==> config.mk <==
export PLATFORM = sky130hd
export DESIGN_NAME = memory_arbiter
export DESIGN_NICKNAME = d
export VERILOG_FILES = /design/src/rtl/memory_arbiter.sv
export SDC_FILE = /design/constraint.sdc
export NUM_CORES = 1
export LEC_CHECK = 0
export CORE_MARGIN = 4
export CORE_UTILIZATION = 42
export CTS_BUF_LIST = sky130_fd_sc_hd__clkbuf_8
export DETAILED_ROUTE_END_ITERATION = 6
export PLACE_DENSITY = 0.83
export SYNTH_ARGS = -nofsm -noshare
export SYNTH_HDL_FRONTEND = slang
export SYNTH_SLANG_ARGS = --single-unit
==> constraint.sdc <==
create_clock -name clk -period 2.3 [get_ports clk]
set_clock_uncertainty 0.15 [all_clocks]
set_input_delay 0.575 -clock clk [delete_from_list [all_inputs] [get_ports clk]]
set_output_delay 0.575 -clock clk [all_outputs]
set_load 0.1 [all_outputs]
==> src/rtl/memory_arbiter.sv <==
// memory_arbiter: serialises CPU/DMA transactions onto one memory bus with per-bank wait states and DMA anti-starvation
module memory_arbiter #(
  parameter int WAIT_BANK0 = 0,
  parameter int WAIT_BANK1 = 0,
  parameter int WAIT_BANK2 = 1,
  parameter int WAIT_BANK3 = 0,
  parameter int STARVE_LIMIT = 3
) (
  input  logic        clk,
  input  logic        reset,
  input  logic        cpu_req,
  input  logic [15:0] cpu_address,
  input  logic [7:0]  cpu_data_in,
  input  logic        cpu_write_enable,
  output logic [7:0]  cpu_data_out,
  output logic        cpu_ready,
  input  logic        dma_req,
  input  logic [15:0] dma_address,
  input  logic [7:0]  dma_data_in,
  input  logic        dma_write_enable,
  output logic [7:0]  dma_data_out,
  output logic        dma_ready,
  output logic [15:0] bus_address,
  output logic [7:0]  bus_data_out,
  output logic        bus_write_enable,
  input  logic [7:0]  bus_data_in,
  output logic        bus_busy,
  output logic        bus_owner
);
  localparam logic [1:0] IDLE = 2'd0, ACCESS = 2'd1, DONE = 2'd2;
  localparam int WM01 = WAIT_BANK0 > WAIT_BANK1 ? WAIT_BANK0 : WAIT_BANK1;
  localparam int WM23 = WAIT_BANK2 > WAIT_BANK3 ? WAIT_BANK2 : WAIT_BANK3;
  localparam int WMAX = WM01 > WM23 ? WM01 : WM23;
  localparam int WW = WMAX > 0 ? $clog2(WMAX + 1) : 1;
  localparam int SW = STARVE_LIMIT > 3 ? $clog2(STARVE_LIMIT + 1) : 2;
  localparam logic [SW-1:0] SLIM = SW'(STARVE_LIMIT);
  logic [1:0] state;
  logic we, first, owner, dma_win;
  logic [WW-1:0] wait_cnt, bank_wait;
  logic [SW-1:0] starve_cnt;
  logic [15:0] win_addr;
  always_comb begin
    dma_win = dma_req & (~cpu_req | (starve_cnt == SLIM));
    win_addr = dma_win ? dma_address : cpu_address;
    bank_wait = win_addr[15] ? (win_addr[14] ? WW'(WAIT_BANK3) : WW'(WAIT_BANK2))
                             : (win_addr[14] ? WW'(WAIT_BANK1) : WW'(WAIT_BANK0));
  end
  assign bus_write_enable = (state == ACCESS) & we & first;
  assign cpu_ready = (state == DONE) & ~owner;
  assign dma_ready = (state == DONE) & owner;
  assign bus_busy = (state == ACCESS) | (state == DONE);
  assign bus_owner = owner;
  always_ff @(posedge clk or negedge reset) begin
    if (!reset) begin
      state <= IDLE;
      we <= 1'b0;
      first <= 1'b0;
      owner <= 1'b0;
      wait_cnt <= '0;
      starve_cnt <= '0;
      bus_address <= '0;
      bus_data_out <= '0;
      cpu_data_out <= '0;
      dma_data_out <= '0;
    end else begin
      case (state)
        IDLE: if (cpu_req | dma_req) begin
          state <= ACCESS;
          owner <= dma_win;
          bus_address <= win_addr;
          bus_data_out <= dma_win ? dma_data_in : cpu_data_in;
          we <= dma_win ? dma_write_enable : cpu_write_enable;
          first <= 1'b1;
          wait_cnt <= bank_wait;
          // a losing DMA request implies the CPU also requested
          starve_cnt <= dma_win ? '0 : (dma_req && starve_cnt != SLIM) ? starve_cnt + 1'b1 : starve_cnt;
        end
        ACCESS: begin
          first <= 1'b0;
          if (wait_cnt != '0) wait_cnt <= wait_cnt - 1'b1;
          else begin
            state <= DONE;
            if (!we && owner) dma_data_out <= bus_data_in;
            if (!we && !owner) cpu_data_out <= bus_data_in;
          end
        end
        default: state <= IDLE;
      endcase
    end
  end
endmodule

Word level (Yosys, flattened, before mapping)
Cells that the tools add are included.
- bits of input ports: 62
- register bits after elaboration: 48
- word-level logic and storage cells: 58
- output and inout bits: 45
- multiplexer cells: 15
- bitwise operators: 11
- reduce and logical (&&, ||, !) cells: 14
- add/sub/neg operators: 2
- equality and inequality tests: 6
- operator list (kind ; count):
    $mux 16 ; 1
    $reduce_and 3->1 ; 3
    $mux 2 ; 4
    $mux 8 ; 1
    $mux 1 ; 6
    $ne 2x2->1 const B ; 3
    $reduce_and 2->1 ; 3
    $and 1x1->1 ; 5
    $eq 2x2->1 const B ; 2
    $pmux 1 s2 ; 2
    $pmux 2 s2 ; 1
    $reduce_bool 2->1 ; 2
    $logic_and 1x1->1 ; 3
    $not 1->1 ; 3
    $or 1x1->1 ; 3
    $add 2x1->2 const B ; 1
    $eq 2x1->1 const B ; 1
    $logic_not 1->1 ; 2
    $logic_not 2->1 ; 1
    $sub 1x1->1 const B ; 1

Logic depth before layout (Yosys ltp)
Gate-level depths: netlist (run 1).
- depth after elaboration: 8
- gate-level depth with buffers: 6

Worst setup path after synthesis (run 1)
OpenSTA, ideal clock, no wires.
- path type: register to output
- start point: reg owner (netlist: bus_owner)
- end point: out cpu_ready
- buffers on the path: 0
- arrival time: 2278 ps
- cell stages (with the launch flop): 2
- slack: -703 ps
- path through: dfrtp_1 -> nor2b_1
- word-level cells in the longest chain between the ends: 2
- ends and longest elaborated chain (what ; line ; text):
    start: declaration ; 38 ; logic we, first, owner, dma_win;
    start signal: assignment ; 69 ; owner <= dma_win;
    $not 1->1 ; 49 ; assign cpu_ready = (state == DONE) & ~owner;
    $and 1x1->1 ; 49 ;
    end: declaration ; 16 ; output logic cpu_ready,
Every way passes these cells.

Worst setup path after layout (run 1)
- start point: reg state[1]
- end point: out bus_write_enable
- word-level cells in the longest chain between the ends: 3
- ends and longest elaborated chain (what ; line ; text):
    start: declaration ; 37 ; logic [1:0] state;
    start signal: assignment ; 55 ; state <= IDLE;
    start signal: assignment ; 68 ; state <= ACCESS;
    start signal: assignment ; 82 ; state <= DONE;
    $eq 2x1->1 ; 48 ; assign bus_write_enable = (state == ACCESS) & we & first;
    $and 1x1->1 (2 in series) ; 48 ;
    end: declaration ; 25 ; output logic bus_write_enable,
Every way passes these cells.

==> summary.log, run 1 <==
INFO  outcome        result_of_the_run=complete, no violations
INFO  clocking       clock_tree.htree_level_count=2
INFO  worst_setup_path critical_path_cell_list=inv_1 > ha_2 > and3_2 > buf_12
INFO  clocking       cts_made_buffers=5
INFO  worst_setup_path worst_setup_path_startpoint=state[1]$_DFFE_PN0P_
INFO  clocking       cts_hold_buffers=0
INFO  routing        vias=1732
INFO  finish         antennaDiodeCount=0
INFO  synth          syn-cell-area=2172µm²
INFO  sta            finalHoldViolations=0
INFO  routing        postRouteAntennaNets=0
INFO  hold_path      timing.hold.worst.class=in -> async
INFO  sta            fin_setup_tns=0ns
INFO  worst_setup_path cp_slowest_cell=dfrtp_1
INFO  clocking       clock_sinks=48
INFO  worst_setup_path worst-path-max-fanout=9
INFO  clocking       max-clock-path-buffers=2
INFO  finish         fin_util=70.82%
INFO  synth          synth_cells=185
INFO  routing        wire_per_inst=14.54µm
INFO  sta            worst_pin_slew=0.4843ns
INFO  worst_setup_path critPathCaptureType=output port
INFO  sta            rsz0062_at_grt=false
INFO  global_route   grt_pass1_vias=1747
INFO  global_route   number_of_antenna_violations_at_the_first_check_in_global_routing=0
INFO  routing        via_density_per_instance=4.771
INFO  sta            final-setup-viol-count=0
INFO  synth          postSynth.asyncResetShare=100.0%
INFO  routing        wl=5.278mm
INFO  floorplanning  starting_density_of_the_core=44.51%
INFO  place          gp_congestion=0.7218
INFO  finish         final_cells=363
INFO  worst_setup_path timing.setup.critical_path_class=reg -> out
INFO  synth          synth.top_cell.area_share=55.30%
INFO  floorplanning  die_w=79.92µm
INFO  global_route   grt_start_max_net_pins=35
INFO  floorplanning  row_count=25
INFO  global_route   grt_util_all_layers=16.77%
INFO  synth          synth_top_flop_cell=dfrtp_1
INFO  worst_setup_path r2r_start=state[1]$_DFFE_PN0P_
INFO  finish         fraction_of_layout_cells_with_a_size_suffix_above_1=29.39%
INFO  floorplanning  die_h=79.92µm
INFO  sta            fmaxAchievable=0.4585GHz
INFO  floorplanning  dieArea=6386µm²
INFO  synth          synth_seq_cells=48
INFO  worst_setup_path path_buf_inv=2
INFO  routing        drc_violation_total_after_the_first_tritonroute_iteration=107
INFO  clocking       worst_setup_hold_path_clk_slew=0.08ns
INFO  sta            finalWorstPathRequiredPeriod=2.181ns
INFO  sta            report.final.slew_viol_count=0
INFO  place          portBuffers=106
INFO  synth          leading_cell_type_by_number_of_instances_after_synthesis=dfrtp_1
INFO  finish         area_growth_from_synthesis_to_layout=59.10%
INFO  floorplanning  floorplan.io_pins=107
INFO  synth          mappedNetlistNets=251
INFO  synth          number_of_flops_mapped_to_enable_cells_by_yosys=0
INFO  synth          ys_types=25
INFO  worst_setup_path critical_path.top_delay_family=flip-flops
INFO  global_route   grt_pass1_wl=8.238mm
INFO  synth          synth-warning-count=0
INFO  worst_setup_path required_arrival_time_at_the_worst_endpoint=1.57ns
INFO  global_route   gr-total-overflow=0
INFO  run            maxCapViolations=0
INFO  clocking       clock_latency_on_the_worst_skew_pair=0.29ns
INFO  clocking       ctsRootBufferMaster=clkbuf_8
INFO  finish         final_nets=361
INFO  worst_setup_path data_arrival_time_of_the_critical_path=1.46ns
INFO  place          numPlacedInstances=355
INFO  place          detailed_place_hpwl=4.270mm
INFO  routing        drc_markers=0
INFO  worst_setup_path timing.critical_path.from_type=flip-flop
INFO  synth          yosys-top-cells-count=48 x dfrtp_1, 28 x o21ai_0, 27 x nand2_1
INFO  routing        drt_pass1_iterations=4
INFO  synth          avgSynthCellArea=11.74µm²
INFO  sta            slew_headroom=67.71%
INFO  sta            finalCritPeriodShare=94.83%
INFO  synth          library_cell_occupying_the_most_area_in_the_post_synthesis_netlist=dfrtp_1
INFO  synth          ys_top_cells_by_area=dfrtp_1 55%, mux2i_1 12%, mux2_2 8.8%
INFO  floorplanning  floorplan.core_area=4880µm²
INFO  clocking       tritoncts=built
INFO  synth          synth_seq_area_share=55.30%
INFO  worst_setup_path max_stage_delay=0.39ns
## cell usage in the layout (no fill, tap or decap), types with 2 or more instances in the layout
master / instances
buf_12: 9
clkdlybuf4s50_1: 60
clkbuf_8: 7
mux2i_1: 26
buf_4: 43
a21oi_1: 2
mux2_2: 17
o21ai_0: 28
dfrtp_1: 47
nand2_1: 27
nor2_1: 5
nor2b_1: 3
ha_1: 3
inv_1: 2
## through the flow
stage | hold WS, ns | worst slack (ns) | instance area, µm²
finish | 0.08374 | 0.1190 | 3456
global route | 0.1040 | 0.04393 | 3456
global placement | 0.3135 | 0.1646 | 3327
detailed placement | 0.3223 | 0.1109 | 3327
CTS | 0.08626 | 0.02937 | 3453
floorplan | 0.1294 | 0.2694 | 2182
## worst register-to-register path: cells and delay by family, from the launching register on
family | cells | cell delay (ns)
buf+inv | 1 | 0.10
mux | 1 | 0.37
simple gates | 1 | 0.41
fa+ha+maj | 1 | 0.28
flops | 1 | 0.39
## what timing repair did
action                                  CTS  global route
endpoints found under the setup margin    0             1
gates resized for setup                   0             1
setup buffers                             0             0
endpoints found under the hold margin     0             0
## routing by layer
layer | vias up | wire, µm | track usage [%] | share of wire [%]
met5 | - | 0 | 0 | 0
met4 | 0 | 55 | 5.068 | 1.0
met3 | 5 | 446 | 5.192 | 8.5
met2 | 71 | 2636 | 28.39 | 50
met1 | 794 | 2140 | 20.39 | 41
li1 | 862 | - | - | -
## cells by family after synthesis
kind of cell	after synthesis	share of synthesized area (%)
AO/OA/AOI/OAI	35	8.871
adder cells (fa/ha/maj)	4	2.304
flip-flops	48	55.30
buffers and inverters	12	2.880
multiplexers	43	20.79
AND/OR/NAND/NOR	43	9.850
## sequential cells by signal, indices dropped and copies added, names as in the netlist
signal and count:
bus_address 16, bus_data_out 8, cpu_data_out 8, dma_data_out 8, starve_cnt 2, state 2, bus_owner 1, first 1
wait_cnt 1, we 1
## area by class of cell
cell class | count | area [µm²]
clock buffers | 7 | 96.34
clock inverters | 1 | 30.03
fillers | 378 | 1424
inverters | 2 | 7.507
multi-input cells | 125 | 927.1
flip-flops and latches | 48 | 1202
well taps | 67 | 83.83
repair buffers | 113 | 1109
## final timing paths
kind | to | slack (ns) | cells after the start
worst max-delay path | bus_write_enable | 0.12 | 4
worst min-delay path | bus_data_out[5]$_DFFE_PN0P_ | 0.08 | 1
worst max register to register | dma_data_out[6]$_DFFE_PN0P_ | 0.49 | 4
worst min register to register | bus_data_out[5]$_DFFE_PN0P_ | 0.34 | 2
max in group asynchronous | bus_owner$_DFFE_PN0P_ | 1.39 | 2
min in group clk | bus_data_out[5]$_DFFE_PN0P_ | 0.34 | 2
Power of run 1 is not shown: default switching activity piles up to over one toggle a cycle in this logic, so the estimate is an artifact.
==> inputs of run 2 (changes only) <==
--- a/config.mk
+++ b/config.mk
@@ -6,10 +6,11 @@
 export NUM_CORES = 1
 export LEC_CHECK = 0
 export CORE_MARGIN = 4
-export CORE_UTILIZATION = 42
+export CORE_UTILIZATION = 45
 export CTS_BUF_LIST = sky130_fd_sc_hd__clkbuf_8
 export DETAILED_ROUTE_END_ITERATION = 6
-export PLACE_DENSITY = 0.83
+export PLACE_DENSITY = 0.88
+export SLEW_MARGIN = 10
 export SYNTH_ARGS = -nofsm -noshare
 export SYNTH_HDL_FRONTEND = slang
 export SYNTH_SLANG_ARGS = --single-unit
==> constraint.sdc (replaced) <==
create_clock -name clk -period 2.65 [get_ports clk]
set_clock_uncertainty 0.15 [all_clocks]
set_input_delay 0.6625 -clock clk [delete_from_list [all_inputs] [get_ports clk]]
set_output_delay 0.6625 -clock clk [all_outputs]
set_load 0.1 [all_outputs]
==> run 2 against run 1 <==
Effect of this change: count of clock-buffer cells in the layout shrank 2; first-iteration DRC count shrank 53%; register-to-register slack gained 0.16 ns; sequential share of layout area grew 1.3 points; via count shrank 0.69%; critical path depth is the same; utilization grew 0.19 points; die area shrank 6.0%.
==> summary.log, run 2 (synthesis results as in run 1) <==
INFO  outcome        result_of_the_run=complete, no violations
INFO  worst_setup_path timing.setup.critical_path_class=reg -> out
INFO  worst_setup_path timing.critical_path.from_type=flip-flop
INFO  floorplanning  die_w=77.48µm [-3.1%]
INFO  floorplanning  row_count=25 [unchanged]
INFO  routing        drt_pass1_iterations=5 [+1]
INFO  floorplanning  floorplan.io_pins=107 [unchanged]
INFO  clocking       tritoncts=built
INFO  sta            finalHoldWorstSlack=0.1594ns [+0.07570 ns]
INFO  routing        postRouteAntennaNets=0 [unchanged]
INFO  finish         largest_reg_flops=16 [unchanged]
INFO  finish         final_nets=358 [-0.83%]
INFO  global_route   number_of_antenna_violations_at_the_first_check_in_global_routing=0 [unchanged]
INFO  floorplanning  dieArea=6002µm² [-6.0%]
INFO  finish         fillers=357 [-5.6%]
INFO  finish         fraction_of_layout_cells_with_a_size_suffix_above_1=27.99% [-1.4 points]
INFO  routing        wire_per_inst=14.42µm [-0.80%]
INFO  place          numPlacedInstances=339 [-4.5%]
INFO  place          detailed_place_hpwl=3.981mm [-6.8%]
INFO  global_route   grt_util_all_layers=17.43% [+0.65 points]
INFO  clocking       clock_sinks=48 [unchanged]
INFO  sta            worst_pin_slew=0.5707ns [+0.08634 ns]
INFO  global_route   grt_busiest_layer=met2
INFO  sta            finalWorstPathRequiredPeriod=2.344ns
INFO  sta            rsz0062_at_grt=false
INFO  sta            report.final.slew_viol_count=0 [unchanged]
INFO  clocking       cts_hold_buffers=0 [unchanged]
INFO  clocking       clock_tree.htree_level_count=2 [unchanged]
INFO  clocking       worst_setup_hold_path_clk_slew=0.09ns [about the same]
INFO  floorplanning  starting_density_of_the_core=46.29% [+1.8 points]
INFO  sta            layout_setup_ws=0.3065ns [+0.1875 ns]
INFO  sta            fmaxAchievable=0.4267GHz
INFO  clocking       max-clock-path-buffers=2 [unchanged]
INFO  global_route   grt_pass1_vias=1808 [+3.5%]
INFO  hold_path      timing.hold.worst.class=in -> async
INFO  routing        vias=1720 [-0.69%]
INFO  finish         reg_with_most_ffs=bus_address
INFO  worst_setup_path critPathCaptureType=output port
INFO  worst_setup_path required_arrival_time_at_the_worst_endpoint=1.84ns [+0.27 ns]
INFO  finish         final_cells=347 [-4.4%]
INFO  clocking       cts_made_buffers=5 [unchanged]
INFO  sta            final-setup-viol-count=0 [unchanged]
INFO  sta            slew_headroom=61.79% [-5.9 points]
INFO  place          gp_congestion=0.7881 [+9.2%]
INFO  sta            finalCritPeriodShare=88.44%
INFO  finish         mostFrequentLayoutCells=60 x clkdlybuf4s50_1, 48 x dfrtp_1, 43 x buf_4
INFO  finish         area_growth_from_synthesis_to_layout=53.40%
INFO  clocking       clock_latency_on_the_worst_skew_pair=0.28ns [about the same]
INFO  worst_setup_path worst-path-max-fanout=9 [unchanged]
INFO  global_route   met3_usage=6.497% [+1.3 points]
INFO  finish         layout_commonest_cell=clkdlybuf4s50_1
INFO  clocking       cts_repair_resize_count=0 [unchanged]
INFO  place          dp_slack=0.2983ns [+0.1874 ns]
INFO  routing        via_density_per_instance=4.957 [+3.9%]
INFO  place          portBuffers=106 [unchanged]
INFO  floorplanning  die_h=77.48µm [-3.1%]
INFO  routing        drc_markers=0 [unchanged]
INFO  routing        drc_violation_total_after_the_first_tritonroute_iteration=50 [-53%]
INFO  clocking       ctsRootBufferMaster=clkbuf_8
INFO  finish         antennaDiodeCount=0 [unchanged]
INFO  clocking       cts_post_setup_buffers_inserted=0 [unchanged]
INFO  run            maxCapViolations=0 [unchanged]
INFO  sta            fin_setup_tns=0ns [unchanged]
INFO  sta            finalHoldViolations=0 [unchanged]
INFO  global_route   grt_pass1_wl=8.321mm [+1.0%]
INFO  global_route   gr-total-overflow=0 [unchanged]
INFO  floorplanning  floorplan.core_area=4692µm² [-3.8%]
INFO  global_route   groute.layer.met2.usage=30.83% [+2.4 points]
INFO  global_route   grt_start_max_net_pins=33 [-5.7%]
INFO  routing        wl=5.005mm [-5.2%]
INFO  worst_setup_path data_arrival_time_of_the_critical_path=1.53ns [+0.07 ns]
INFO  global_route   groute.layer.met1.usage=20.00% [-0.39 points]
==> run 2: cell types whose count changed in the layout (fill, tap and decap cells not counted), sizes merged <==
cell,before,now
buf,53,50
clkinv,0,3
clkbuf,7,5
bufinv,1,0
==> run 2: final timing paths <==
check | endpoint | cells past startpoint | from | slack (ns)
setup reg to reg | cpu_data_out[3]$_DFFE_PN0P_ | 4 | state[1]$_DFFE_PN0P_ | 0.65
setup / recovery | bus_write_enable | 4 | state[1]$_DFFE_PN0P_ | 0.31
min in group clk | bus_address[10]$_DFFE_PN0P_ | 2 | bus_address[10]$_DFFE_PN0P_ | 0.34
max in group asynchronous | we$_DFFE_PN0P_ | 2 | reset | 1.69
hold / removal | cpu_data_out[1]$_DFFE_PN0P_ | 1 | reset | 0.16
hold reg to reg | bus_address[10]$_DFFE_PN0P_ | 2 | bus_address[10]$_DFFE_PN0P_ | 0.34
==> run 2: critical path: stages, from the launching register on <==
cell,delay (ns)
dfrtp_1,0.38
inv_1,0.09
ha_1,0.31
and3_2,0.28
buf_12,0.18
==> run 2: layer usage <==
layer,part of all wire [%],up-vias
met5,0,-
met4,1.1,0
met3,8.9,4
met2,49,74
met1,41,787
li1,-,855
==> run 2: area by class of cell <==
| class | instances | area (µm²) | area share [%] |
|---|---|---|---|
| Sequential cell | 48 | 1201 | 36.05 |
| Tap cell | 54 | 67.56 | 2.028 |
| Clock buffer | 5 | 68.82 | 2.065 |
| Multi-Input combinational cell | 125 | 919.6 | 27.60 |
| Clock inverter | 3 | 18.77 | 0.5633 |
| Timing Repair Buffer | 110 | 1049 | 31.47 |
| Inverter | 2 | 7.507 | 0.2253 |
==> run 2: per-stage QoR <==
| stage | utilization (%) | cell area (µm²) |
|---|---|---|
| 6_report | 71.01 | 3332 |
| 5_1_grt | 71.01 | 3332 |
| 4_1_cts | 71.01 | 3332 |
| 3_5_place_dp | 69.15 | 3244 |
| 3_3_place_gp | 69.15 | 3244 |
| 2_1_floorplan | - | 2176 |
Power of run 2 is left out for the same reason.
